File: src/rtl/reg_file_write_arbiter.sv
// Two-requester round-robin write arbiter for a 32x16 register file.
// One write per two cycles; writes to register 0 are granted but dropped.
module reg_file_write_arbiter #(
    parameter int DATA_W = 16,
    parameter int ADDR_W = 5,
    parameter int CNT_W  = 8
) (
    input  logic              clk,
    input  logic              rst_n,
    input  logic              req0,
    input  logic              req1,
    input  logic [ADDR_W-1:0] addr0,
    input  logic [ADDR_W-1:0] addr1,
    input  logic [DATA_W-1:0] data0,
    input  logic [DATA_W-1:0] data1,
    output logic              gnt0,
    output logic              gnt1,
    output logic              RegWrite,
    output logic [ADDR_W-1:0] write_addr,
    output logic [DATA_W-1:0] write_data,
    output logic              zero_wr,
    output logic [CNT_W-1:0]  write_count
);

    typedef enum logic [1:0] {
        IDLE = 2'd0,
        WR0  = 2'd1,
        WR1  = 2'd2
    } state_t;

    state_t             state, state_nxt;
    logic               ptr, ptr_nxt;
    logic               cap_en, cap_sel;
    logic               gnt0_nxt, gnt1_nxt;
    logic               we_nxt, zw_nxt;
    logic [ADDR_W-1:0]  cap_addr;
    logic [DATA_W-1:0]  cap_data;

    always_comb begin
        state_nxt = state;
        ptr_nxt   = ptr;
        cap_en    = 1'b0;
        cap_sel   = 1'b0;
        gnt0_nxt  = 1'b0;
        gnt1_nxt  = 1'b0;
        case (state)
            IDLE: begin
                // Requester 0 wins when alone, or when both ask and the pointer names it.
                if (req0 && (!req1 || !ptr)) begin
                    state_nxt = WR0;
                    ptr_nxt   = 1'b1;
                    cap_en    = 1'b1;
                    cap_sel   = 1'b0;
                    gnt0_nxt  = 1'b1;
                end else if (req1) begin
                    state_nxt = WR1;
                    ptr_nxt   = 1'b0;
                    cap_en    = 1'b1;
                    cap_sel   = 1'b1;
                    gnt1_nxt  = 1'b1;
                end
            end
            WR0, WR1: state_nxt = IDLE;
            default:  state_nxt = IDLE;
        endcase
    end

    assign cap_addr = cap_sel ? addr1 : addr0;
    assign cap_data = cap_sel ? data1 : data0;
    assign we_nxt   = cap_en && (cap_addr != '0);
    assign zw_nxt   = cap_en && (cap_addr == '0);

    always_ff @(posedge clk or negedge rst_n) begin
        if (!rst_n) begin
            state       <= IDLE;
            ptr         <= 1'b0;
            gnt0        <= 1'b0;
            gnt1        <= 1'b0;
            RegWrite    <= 1'b0;
            zero_wr     <= 1'b0;
            write_addr  <= '0;
            write_data  <= '0;
            write_count <= '0;
        end else begin
            state    <= state_nxt;
            ptr      <= ptr_nxt;
            gnt0     <= gnt0_nxt;
            gnt1     <= gnt1_nxt;
            RegWrite <= we_nxt;
            zero_wr  <= zw_nxt;
            if (cap_en) begin
                write_addr <= cap_addr;
                write_data <= cap_data;
            end
            // The register file commits on the edge that ends the WR cycle.
            if (RegWrite)
                write_count <= write_count + {{(CNT_W-1){1'b0}}, 1'b1};
        end
    end

endmodule

File: config.mk
export PLATFORM = sky130hd
export DESIGN_NAME = reg_file_write_arbiter
export DESIGN_NICKNAME = d
export VERILOG_FILES = /design/src/rtl/reg_file_write_arbiter.sv
export SDC_FILE = /design/constraint.sdc
export NUM_CORES = 1
export LEC_CHECK = 0
export ABC_AREA = 1
export CAP_MARGIN = 15
export CORE_UTILIZATION = 35
export DETAILED_ROUTE_END_ITERATION = 7
export DONT_BUFFER_PORTS = 1
export HOLD_SLACK_MARGIN = 0.08
export MAX_ROUTING_LAYER = met4
export PLACE_DENSITY = 0.48
export SLEW_MARGIN = 20
export SYNTH_ARGS = -nofsm -noshare
export SYNTH_HDL_FRONTEND = slang
export SYNTH_SLANG_ARGS = --single-unit
File: constraint.sdc
create_clock -name clk -period 2.8 [get_ports clk]
set_clock_uncertainty 0.2 [all_clocks]
set_input_delay 0.28 -clock clk [delete_from_list [all_inputs] [get_ports clk]]
set_output_delay 0.28 -clock clk [all_outputs]
set_load 0.01 [all_outputs]
# Yosys cells after proc, flatten, opt, wreduce, memory -nomap -nowiden
# Cells that the tools add are included.
[word_totals] reg_bits=36 out_inout_bits=33 elab_cells=36
[classes] n_addsub=1 n_eq_ne=1 mux=14 reduce_logical=11
[op_table] op="$mux W16" n=1
[op_table] op="$mux W1" n=9
[op_table] op="$add A8 B1 Y8 const B" n=1
[op_table] op="$mux W2" n=3
[op_table] op="$logic_not A5 Y1" n=1
[op_table] op="$mux W5" n=1
[op_table] op="$reduce_bool A5 Y1" n=1
[op_table] op="$logic_and A1 B1 Y1" n=3
[op_table] op="$ne A3 B3 Y1 const B" n=1
[op_table] op="$logic_not A1 Y1" n=2
[op_table] op="$logic_not A2 Y1" n=1
[op_table] op="$reduce_and A2 Y1" n=1
[op_table] op="$reduce_bool A2 Y1" n=1
[op_table] op="$logic_or A1 B1 Y1" n=1

# Longest topological paths before layout
# Gate-level depths: netlist of run 1.
[logic_depth] depth_word=8 mapped_depth=10

# Worst setup path before layout of run 1
# OpenSTA, ideal clock, no wires.
[synth_timing] path_kind="register to register" start="register state[1]" end="register write_data[10]" setup_ns=0.124 arrival_ns=1.056 required_ns=2.476 path_slack_ns=1.420 path_stages_with_launch=7 cell_sequence="dfrtp_1 nor2_4 nand3_4 buf_6 buf_6 nand2_1 a21oi_1"
[synth_between] elab_chain_cells=3 word_cells_on_any_way=4 cone_classes="mux: 3; reduce/logical: 1"
[synth_lines] item="start: declaration" line_no="31" source="state_t state, state_nxt;"
[synth_lines] item="start signal: assignment" line_no="85" source="state <= state_nxt;"
[synth_lines] item="$logic_not A2 Y1 (*)" line_no="46" source="case (state)"
[synth_lines] item="$mux W1" line_no="46"
[synth_lines] item="$mux W16" line_no="69" source="assign cap_data = cap_sel ? data1 : data0;"
[synth_lines] item="end signal: assignment" line_no="93" source="write_data <= cap_data;"
[synth_lines] item="end: declaration" line_no="20" source="output logic [DATA_W-1:0] write_data,"
# Mark *: on every way between the ends. The rest lies on a longest branch, timed or not.
# A chain may end at the register's enable or synchronous reset.

# Final worst setup path of run 1
[layout_timing] start="register state[1]" end="register write_data[9]"
# Same word-level chain as after synthesis.

==> results_dict.tcl, run 1 <==
set metrics [dict create \
    status "finished, violations left" \
    violations "DRC" \
    ys_types 25 \
    gp_congestion 0.705 \
    worst_r2r_path_depth 6 \
    r2r_start "state[1]" \
    root_buffer "clkbuf_8" \
    syn_avg_cell_area_um2 9.06 \
    clockBufferDepth 2 \
    internal_power_w 0.00109 \
    clockPowerShare_pct 22.1 \
    min_period_ns 2.32 \
    antenna_found_initial 0 \
    finalCritPeriodShare_pct 82.8 \
    rsz0062_at_grt "false" \
    grt_use_total_pct 17.3 \
    die-area_mm2 0.00507 \
    area_growth_pct 31.8 \
    cts-resized-gates 0 \
    maxCapViolations 0 \
    wire_per_inst_um 14.2 \
    dr.pass1.iters 6 \
    dp_hpwl_um 2650 \
    grt_pass1_wl_um 6560 \
    pwr-share-seq_pct 51.4 \
    hold_violations 0 \
    worstMarginPinSlew_ns 0.893 \
    synthCells 185 \
    max_freq_mhz 431 \
    fin_tns_setup_ns 0 \
    endpoint "write_data[9]" \
    core-area_mm2 0.00447 \
    path_cells "nor2_4 -> o21ai_2 -> inv_2 -> nor2_1 -> a21oi_1 -> dlygate4sd3_1" \
    vias 1409 \
    start_kind "flop" \
    finalMaxSlewViolations 0 \
    vias_per_cell 5.03 \
    syn-cell-area_mm2 0.00168 \
    setup_viol 0 \
    port_buffers 0 \
    hold_class "in -> reg" \
    grt.overflow.total 0 \
    drtAntennaViolNets 0 \
    layout-drive-gt1-share_pct 11.0 \
    ys_ff_latch 36 \
    fin_nets 274 \
    clk_latency_ns 0.28 \
    grt_max_degree 37 \
    start_util_pct 37.5 \
    num_rows 24 \
    slew_headroom_pct 40.4 \
    finalWorstSetupSlack_ns 0.481 \
    cts_sinks 36 \
    ys_warn_count 0 \
    power.density_mw_per_mm2 757 \
    drc 5 \
    p_leak_nw 1.02 \
    path_clk_slew_ns 0.07 \
    required_ns 2.82 \
    path_class "reg -> reg" \
    r2r_end "write_data[9]" \
    combPwrFrac_pct 26.5 \
    path_max_fanout 21 \
    swShare_pct 35.0 \
    ys_seq_area_share_pct 53.7 \
    numCtsBuffers 5 \
    die_y_um 71.2 \
    drtIter0Drc 92 \
    rrSetupSlack_ns 0.48 \
    arrival_ns 2.33 \
    crit_slowest_cell "dlygate4sd3_1" \
    cts_tree "built" \
    num-fill-cells 433 \
    syn-num-nets 232 \
    antenna_cells 0 \
    dp_slack_ns 0.939 \
    slowest_delay_ns 0.57 \
    h-tree-depth 2 \
    cp-startpoint "state[1]" \
    wl_um 3980 \
    power.switching_w 0.000586 \
    endpoint_kind "flop" \
    grt_pass1_vias 1455 \
    die_width_um 71.2 \
    max-vdd-ir-drop_v 0.000380 \
    cts_setup_buffers 0 \
    ioPinCount 79 \
]
routing by layer:
layer	GRT usage [%]	vias to the layer above	part of all wire, %
li1	-	675	-
met1	19.4	671	39
met3	6.19	5	8.5
met4	4.67	0	1.2
met5	-	-	0
met2	29.2	58	51
cells in the mapped netlist (all sizes together):
master | n | share of area (%)
xor2 | 5 | 2.6
nand4 | 7 | 3.0
xnor2 | 1 | 0.52
nor3 | 1 | 0.60
inv | 18 | 4.0
mux2 | 1 | 0.67
a21oi | 32 | 9.6
dfrtp | 36 | 54
buf | 9 | 4.3
ha | 1 | 0.75
o21ai | 8 | 2.6
nand2 | 40 | 10
nand3 | 2 | 1.3
nor2 | 24 | 6.0
critical path: cells and delay by family, from the launching register on:
kind,cells,cell delay [ns]
flops,1,0.40
compound gates,2,0.42
simple gates,2,0.31
buf+inv,2,0.91
worst min path at each step:
stage                from        endpoint  slack, ns  cells past startpoint
CTS                  req1        state[1]       0.08                      2
floorplan           rst_n        RegWrite      -0.22                      0
finish               req1   write_addr[1]       0.09                      3
detailed placement  rst_n  write_count[7]      -0.21                      0
global placement    rst_n  write_count[6]      -0.21                      0
global route         req1   write_addr[1]        0.1                      3
area by class of cell:
type | count | area, um^2 | share of cell area [%]
clock buffers | 6 | 82.6 | 3.74
clock inverters | 2 | 10.0 | 0.453
inverters | 18 | 67.6 | 3.06
multi-input cells | 122 | 636 | 28.8
flip-flops and latches | 36 | 901 | 40.8
well taps | 52 | 65.1 | 2.94
repair buffers | 44 | 448 | 20.3
kinds of logic after synthesis:
group	Yosys count	synth area share, %
mux	1	0.672
flops	36	53.7
compound gates	40	12.2
simple gates	74	21.2
buf+inv	27	8.36
xor+xnor	6	3.13
fa+ha+maj	1	0.746
state kept, by name, summed over array words and instances (netlist names):
register,count
RegWrite,1
gnt0,1
gnt1,1
ptr,1
state,2
write_addr,5
write_count,8
write_data,16
zero_wr,1
layout by cell type, fill, tap and decap left out, types with 2 or more instances in the layout:
cell,instances
a21oi_1,32
clkbuf_8,6
dlygate4sd3_1,42
nand4_1,6
xor2_1,5
clkinv_2,2
nand2_4,2
inv_1,15
nand2_2,3
nor2_1,22
nand2_1,35
inv_2,3
o21ai_1,5
o21ai_0,2
dfrtp_1,36
power by group through the flow:
stage,Combinational (W),Clock [W],Sequential [W]
2_1_floorplan,0.000272,0,0.000833
3_3_place_gp,0.000287,0,0.000868
3_5_place_dp,0.000305,0,0.000872
4_1_cts,0.000442,0.000389,0.000863
5_1_grt,0.000508,0.000410,0.000882
6_report,0.000443,0.000370,0.000861
what timing repair did:
item	in CTS	in global routing
hold buffers	43	0
hold endpoints to repair	58	0
setup endpoints to repair	0	0
metrics by stage:
step / total power (W) / utilization [%] / cell area (um^2) / instances / hold slack, ns
finish: 0.00167 / 49.4 / 2210 / 280 / 0.0886
global route: 0.00180 / 49.4 / 2210 / 280 / 0.0974
CTS: 0.00169 / 49.4 / 2210 / 280 / 0.0823
detailed placement: 0.00118 / 37.5 / 1680 / 229 / -0.215
global placement: 0.00115 / 37.5 / 1680 / 229 / -0.215
floorplan: 0.00111 / - / 1680 / 185 / -0.216
Power figures use the tool's default switching activity.
==> run 2, diff against run 1 <==
--- a/config.mk
+++ b/config.mk
@@ -12,7 +12,7 @@
 export DONT_BUFFER_PORTS = 1
 export HOLD_SLACK_MARGIN = 0.08
 export MAX_ROUTING_LAYER = met4
-export PLACE_DENSITY = 0.48
+export PLACE_DENSITY = 0.5
 export SLEW_MARGIN = 20
 export SYNTH_ARGS = -nofsm -noshare
 export SYNTH_HDL_FRONTEND = slang
==> constraint.sdc (replaced) <==
create_clock -name clk -period 2.08 [get_ports clk]
set_clock_uncertainty 0.2 [all_clocks]
set_input_delay 0.208 -clock clk [delete_from_list [all_inputs] [get_ports clk]]
set_output_delay 0.208 -clock clk [all_outputs]
set_load 0.01 [all_outputs]
==> results_dict.tcl, run 2 (synthesized netlist as in run 1, its figures left out) <==
set metrics [dict create \
    clockBufferDepth 2 \
    cts_sinks 36 \
    core-area_mm2 0.00447 \
    min_period_ns 1.95 \
    grt.overflow.total 0 \
    drc 6 \
    port_buffers 0 \
    path_class "in -> reg" \
    endpoint_kind "flop" \
    status "finished, violations left" \
    antenna_found_initial 0 \
    gp_congestion 0.789 \
    antenna_cells 0 \
    path_clk_slew_ns 0.07 \
    fin_nets 279 \
    grt_pass1_wl_um 6640 \
    power.density_mw_per_mm2 990 \
    maxCapViolations 0 \
    grt_use_total_pct 17.5 \
    arrival_ns 1.93 \
    final_area_mm2 0.00229 \
    slew_headroom_pct 47.1 \
    fin_tns_setup_ns 0 \
    wire_per_inst_um 14.8 \
    die-area_mm2 0.00507 \
    finalWorstSetupSlack_ns 0.128 \
    numCtsBuffers 5 \
    fin_util_pct 51.1 \
    max-vdd-ir-drop_v 0.000486 \
    dp_slack_ns 0.342 \
    h-tree-depth 2 \
    layout-drive-gt1-share_pct 10.7 \
    dr.pass1.iters 8 \
    finalMaxSlewViolations 0 \
    vias 1435 \
    hold_class "in -> reg" \
    finalCritPeriodShare_pct 93.8 \
    grt_pass1_vias 1455 \
    die_width_um 71.2 \
    worstMarginPinSlew_ns 0.794 \
    start_kind "primary input" \
    largestRegisters "write_data x16, write_count x8, write_addr x5" \
    layout_commonest_cell "dlygate4sd3_1" \
    start_util_pct 37.5 \
    wl_um 4200 \
    clk_latency_ns 0.28 \
    num-fill-cells 404 \
    regMostFlops "write_data" \
    p_leak_nw 1.07 \
    rsz0062_at_grt "false" \
    grt_max_degree 37 \
    dp_hpwl_um 2600 \
    required_ns 2.06 \
    area_growth_pct 36.4 \
    max_freq_mhz 512 \
    dpl-instance-area_mm2 0.00168 \
    die_y_um 71.2 \
    largest_reg_flops 16 \
    num_rows 24 \
    mostFrequentLayoutCells "dlygate4sd3_1 (45), dfrtp_1 (36), nand2_1 (35)" \
    cts_tree "built" \
    path_max_fanout 6 \
    violations "DRC" \
    root_buffer "clkbuf_8" \
    ioPinCount 79 \
    setup_viol 0 \
    drtIter0Drc 97 \
    vias_per_cell 5.04 \
    hold_violations 0 \
    drtAntennaViolNets 0 \
]
## run 2: changes by cell type in the layout (fill, tap and decap cells not counted)
cell,previous run,this run
bufinv_16,0,1
clkbuf_1,0,1
clkbuf_8,6,5
clkinv_2,2,1
dlygate4sd3_1,42,45
dlymetal6s4s_1,0,1
nand2_8,0,1
## run 2: layer usage
metal  vias up  global-route usage (%)  share of wire, %
met1       682                    19.4                41
met5         -                       -                 0
li1        689                       -                 -
met4         0                    5.33               1.1
met3         5                    4.64               7.0
met2        59                    30.9                51
## run 2: layout make-up
| type | count | area (um^2) | share of cell area (%) |
|---|---|---|---|
| inverter | 18 | 67.6 | 2.95 |
| tap | 52 | 65.1 | 2.84 |
| clock inverter | 2 | 35.0 | 1.53 |
| clock buffer | 6 | 72.6 | 3.17 |
| timing repair buffer | 48 | 490 | 21.4 |
| sequential | 36 | 901 | 39.4 |
| multi-input combinational | 123 | 656 | 28.7 |
## run 2: report_power, final
part | total, W | leakage, nW | switching (W) | internal [W]
clock | 0.000595 | 0.0552 | 0.000239 | 0.000356
combinational | 0.000516 | 0.589 | 0.000285 | 0.000230
sequential | 0.00115 | 0.424 | 0.000262 | 0.000893
total | 0.00226 | 1.07 | 0.000786 | 0.00148
## run 2: stage by stage
step           power (W)  hold slack (ns)  std cells
2_1_floorplan    0.00149           -0.288        185
3_3_place_gp     0.00155           -0.287        229
3_5_place_dp     0.00158           -0.287        229
4_1_cts          0.00228            0.104        283
5_1_grt          0.00243            0.176        285
6_report         0.00226            0.156        285
## run 2: final timing paths
path                                       end  slack, ns           start  cells after the start
worst max-delay path                  RegWrite       0.13            req1                      7
worst min-delay path             write_data[3]       0.16            req1                      4
worst max register to register        RegWrite       0.15        state[1]                      7
worst min register to register  write_count[7]       0.34  write_count[7]                      1
max in group asynchronous       write_data[14]       1.33           rst_n                      2
min in group asynchronous                 gnt1       0.17           rst_n                      2
## run 2: what timing repair did
action | 4_1_cts | 5_1_grt
endpoints found under the setup margin | 0 | 2
buffers inserted | 0 | 0
hold buffers | 46 | 1
endpoints found under the hold margin | 63 | 2
resized for setup | 0 | 2
## run 2: worst max-delay path: stages
cell and delay (ns):
dlygate4sd3_1 0.70, nand4_2 0.12, dlygate4sd3_1 0.59, nand2_2 0.09, nand2_2 0.06, nor2_1 0.13
nor2_2 0.04
==> run 3, diff against run 2 <==
--- a/config.mk
+++ b/config.mk
@@ -7,12 +7,13 @@
 export LEC_CHECK = 0
 export ABC_AREA = 1
 export CAP_MARGIN = 15
+export CORE_MARGIN = 1
 export CORE_UTILIZATION = 35
 export DETAILED_ROUTE_END_ITERATION = 7
 export DONT_BUFFER_PORTS = 1
 export HOLD_SLACK_MARGIN = 0.08
 export MAX_ROUTING_LAYER = met4
-export PLACE_DENSITY = 0.5
+export PLACE_DENSITY = 0.48
 export SLEW_MARGIN = 20
 export SYNTH_ARGS = -nofsm -noshare
 export SYNTH_HDL_FRONTEND = slang
==> constraint.sdc (replaced) <==
create_clock -name clk -period 1.9 [get_ports clk]
set_clock_uncertainty 0.2 [all_clocks]
set_input_delay 0.19 -clock clk [delete_from_list [all_inputs] [get_ports clk]]
set_output_delay 0.19 -clock clk [all_outputs]
set_load 0.01 [all_outputs]
==> results_dict.tcl, run 3 (synthesized netlist as in run 1, its figures left out) <==
set metrics [dict create \
    largestRegisters "write_data x16, write_count x8, write_addr x5" \
    port_buffers 0 \
    layout-drive-gt1-share_pct 10.3 \
    dr.pass1.iters 7 \
    grt_pass1_wl_um 6130 \
    numCtsBuffers 5 \
    drtAntennaViolNets 0 \
    hold_class "in -> reg" \
    cts_sinks 36 \
    ioPinCount 79 \
    max_freq_mhz 546 \
    maxCapViolations 0 \
    dp_hpwl_um 2620 \
    path_buf_inv 3 \
    path_clk_slew_ns 0.06 \
    path_cells "dlygate4sd3_1 -> nand2_4 -> nand3_4 -> inv_2 -> dlygate4sd3_1" \
    p_total_w 0.00233 \
    root_buffer "clkbuf_8" \
    wl_um 3980 \
    num_rows 24 \
    p_leak_nw 1.06 \
    power.density_mw_per_mm2 1020 \
    antenna_cells 0 \
    regMostFlops "write_data" \
    largest_reg_flops 16 \
    clockBufferDepth 2 \
    fin_tns_setup_ns 0 \
    grt_max_degree 37 \
    cpLargestDelayFamily "buffers and inverters" \
    cts_tree "built" \
    endpoint_kind "flop" \
    violations "DRC" \
    finalMaxSlewViolations 0 \
    worstMarginPinSlew_ns 0.398 \
    grt.overflow.total 0 \
    antenna_found_initial 0 \
    path_class "in -> reg" \
    start_util_pct 37.5 \
    vias_per_cell 4.93 \
    slew_headroom_pct 73.3 \
    grt_use_total_pct 16.2 \
    hold_violations 0 \
    vias 1406 \
    layout_commonest_cell "dlygate4sd3_1" \
    drc 5 \
    fin_nets 280 \
    clk_latency_ns 0.28 \
    crit_slowest_cell "dlygate4sd3_1" \
    path_max_fanout 25 \
    arrival_ns 1.79 \
    min_period_ns 1.83 \
    grt_pass1_vias 1320 \
    cp_common_cell "dlygate4sd3_1" \
    die_y_um 71.2 \
    rsz0062_at_grt "false" \
    die_width_um 71.2 \
    gp_congestion 0.757 \
    drtIter0Drc 65 \
    wire_per_inst_um 14.0 \
    required_ns 1.86 \
    area_growth_pct 35.5 \
    mostFrequentLayoutCells "dlygate4sd3_1 (47), dfrtp_1 (36), nand2_1 (35)" \
    h-tree-depth 2 \
    die-area_mm2 0.00507 \
    max-vdd-ir-drop_v 0.000485 \
    cts_setup_buffers 0 \
    status "finished, violations left" \
    core-area_mm2 0.00447 \
    finalCritPeriodShare_pct 96.3 \
    setup_viol 0 \
    slowest_delay_ns 0.65 \
    start_kind "primary input" \
]
## run 3: layout make-up
cell class | count | area, um^2
Clock buffer | 6 | 72.6
Clock inverter | 1 | 5.00
Fill cell | 430 | 2200
Inverter | 18 | 67.6
Multi-Input combinational cell | 122 | 643
Sequential cell | 36 | 901
Tap cell | 52 | 65.1
Timing Repair Buffer | 50 | 518
## run 3: per-stage QoR
stage	cell area, um^2	worst slack (ns)	utilization, %	instances	hold WS, ns
global route	2270	0.0138	50.8	285	0.134
floorplan	1680	0.520	-	185	-0.306
detailed placement	1700	0.298	37.9	230	-0.305
global placement	1700	0.348	37.9	230	-0.305
CTS	2200	0.104	49.3	279	-0.0265
finish	2270	0.0694	50.8	285	0.0931
## run 3: worst reg2reg max path, delay by kind of cell, from the launching register on
| kind | cells | cell delay, ns |
|---|---|---|
| AND/OR/NAND/NOR | 3 | 0.44 |
| flip-flops | 1 | 0.39 |
| buffers and inverters | 2 | 0.61 |
## run 3: path summary, 6_finish.rpt
path / cells past startpoint / endpoint / slack (ns) / from
worst max-delay path: 5 / state[1] / 0.07 / req0
worst max register to register: 5 / state[1] / 0.20 / ptr
worst min register to register: 1 / write_count[7] / 0.34 / write_count[7]
max in group asynchronous: 2 / write_data[1] / 1.15 / rst_n
min in group asynchronous: 2 / write_count[0] / 0.17 / rst_n
worst min-delay path: 3 / state[0] / 0.09 / req1
## run 3: what timing repair did
item	4_1_cts	5_1_grt
hold buffers	42	6
setup endpoints to repair	0	16
endpoints found under the hold margin	63	8
resized for setup	0	1
## run 3: report_power, final
group / internal (W) / switching (W)
sequential: 0.000978 / 0.000290
combinational: 0.000264 / 0.000305
clock: 0.000249 / 0.000243
## run 3: metal layers
layer	vias up	GRT usage, %	routed length, um
li1	684	-	-
met2	62	27.5	1990
met5	-	-	0
met4	0	5.33	63
met3	8	4.78	308
met1	652	18.2	1620
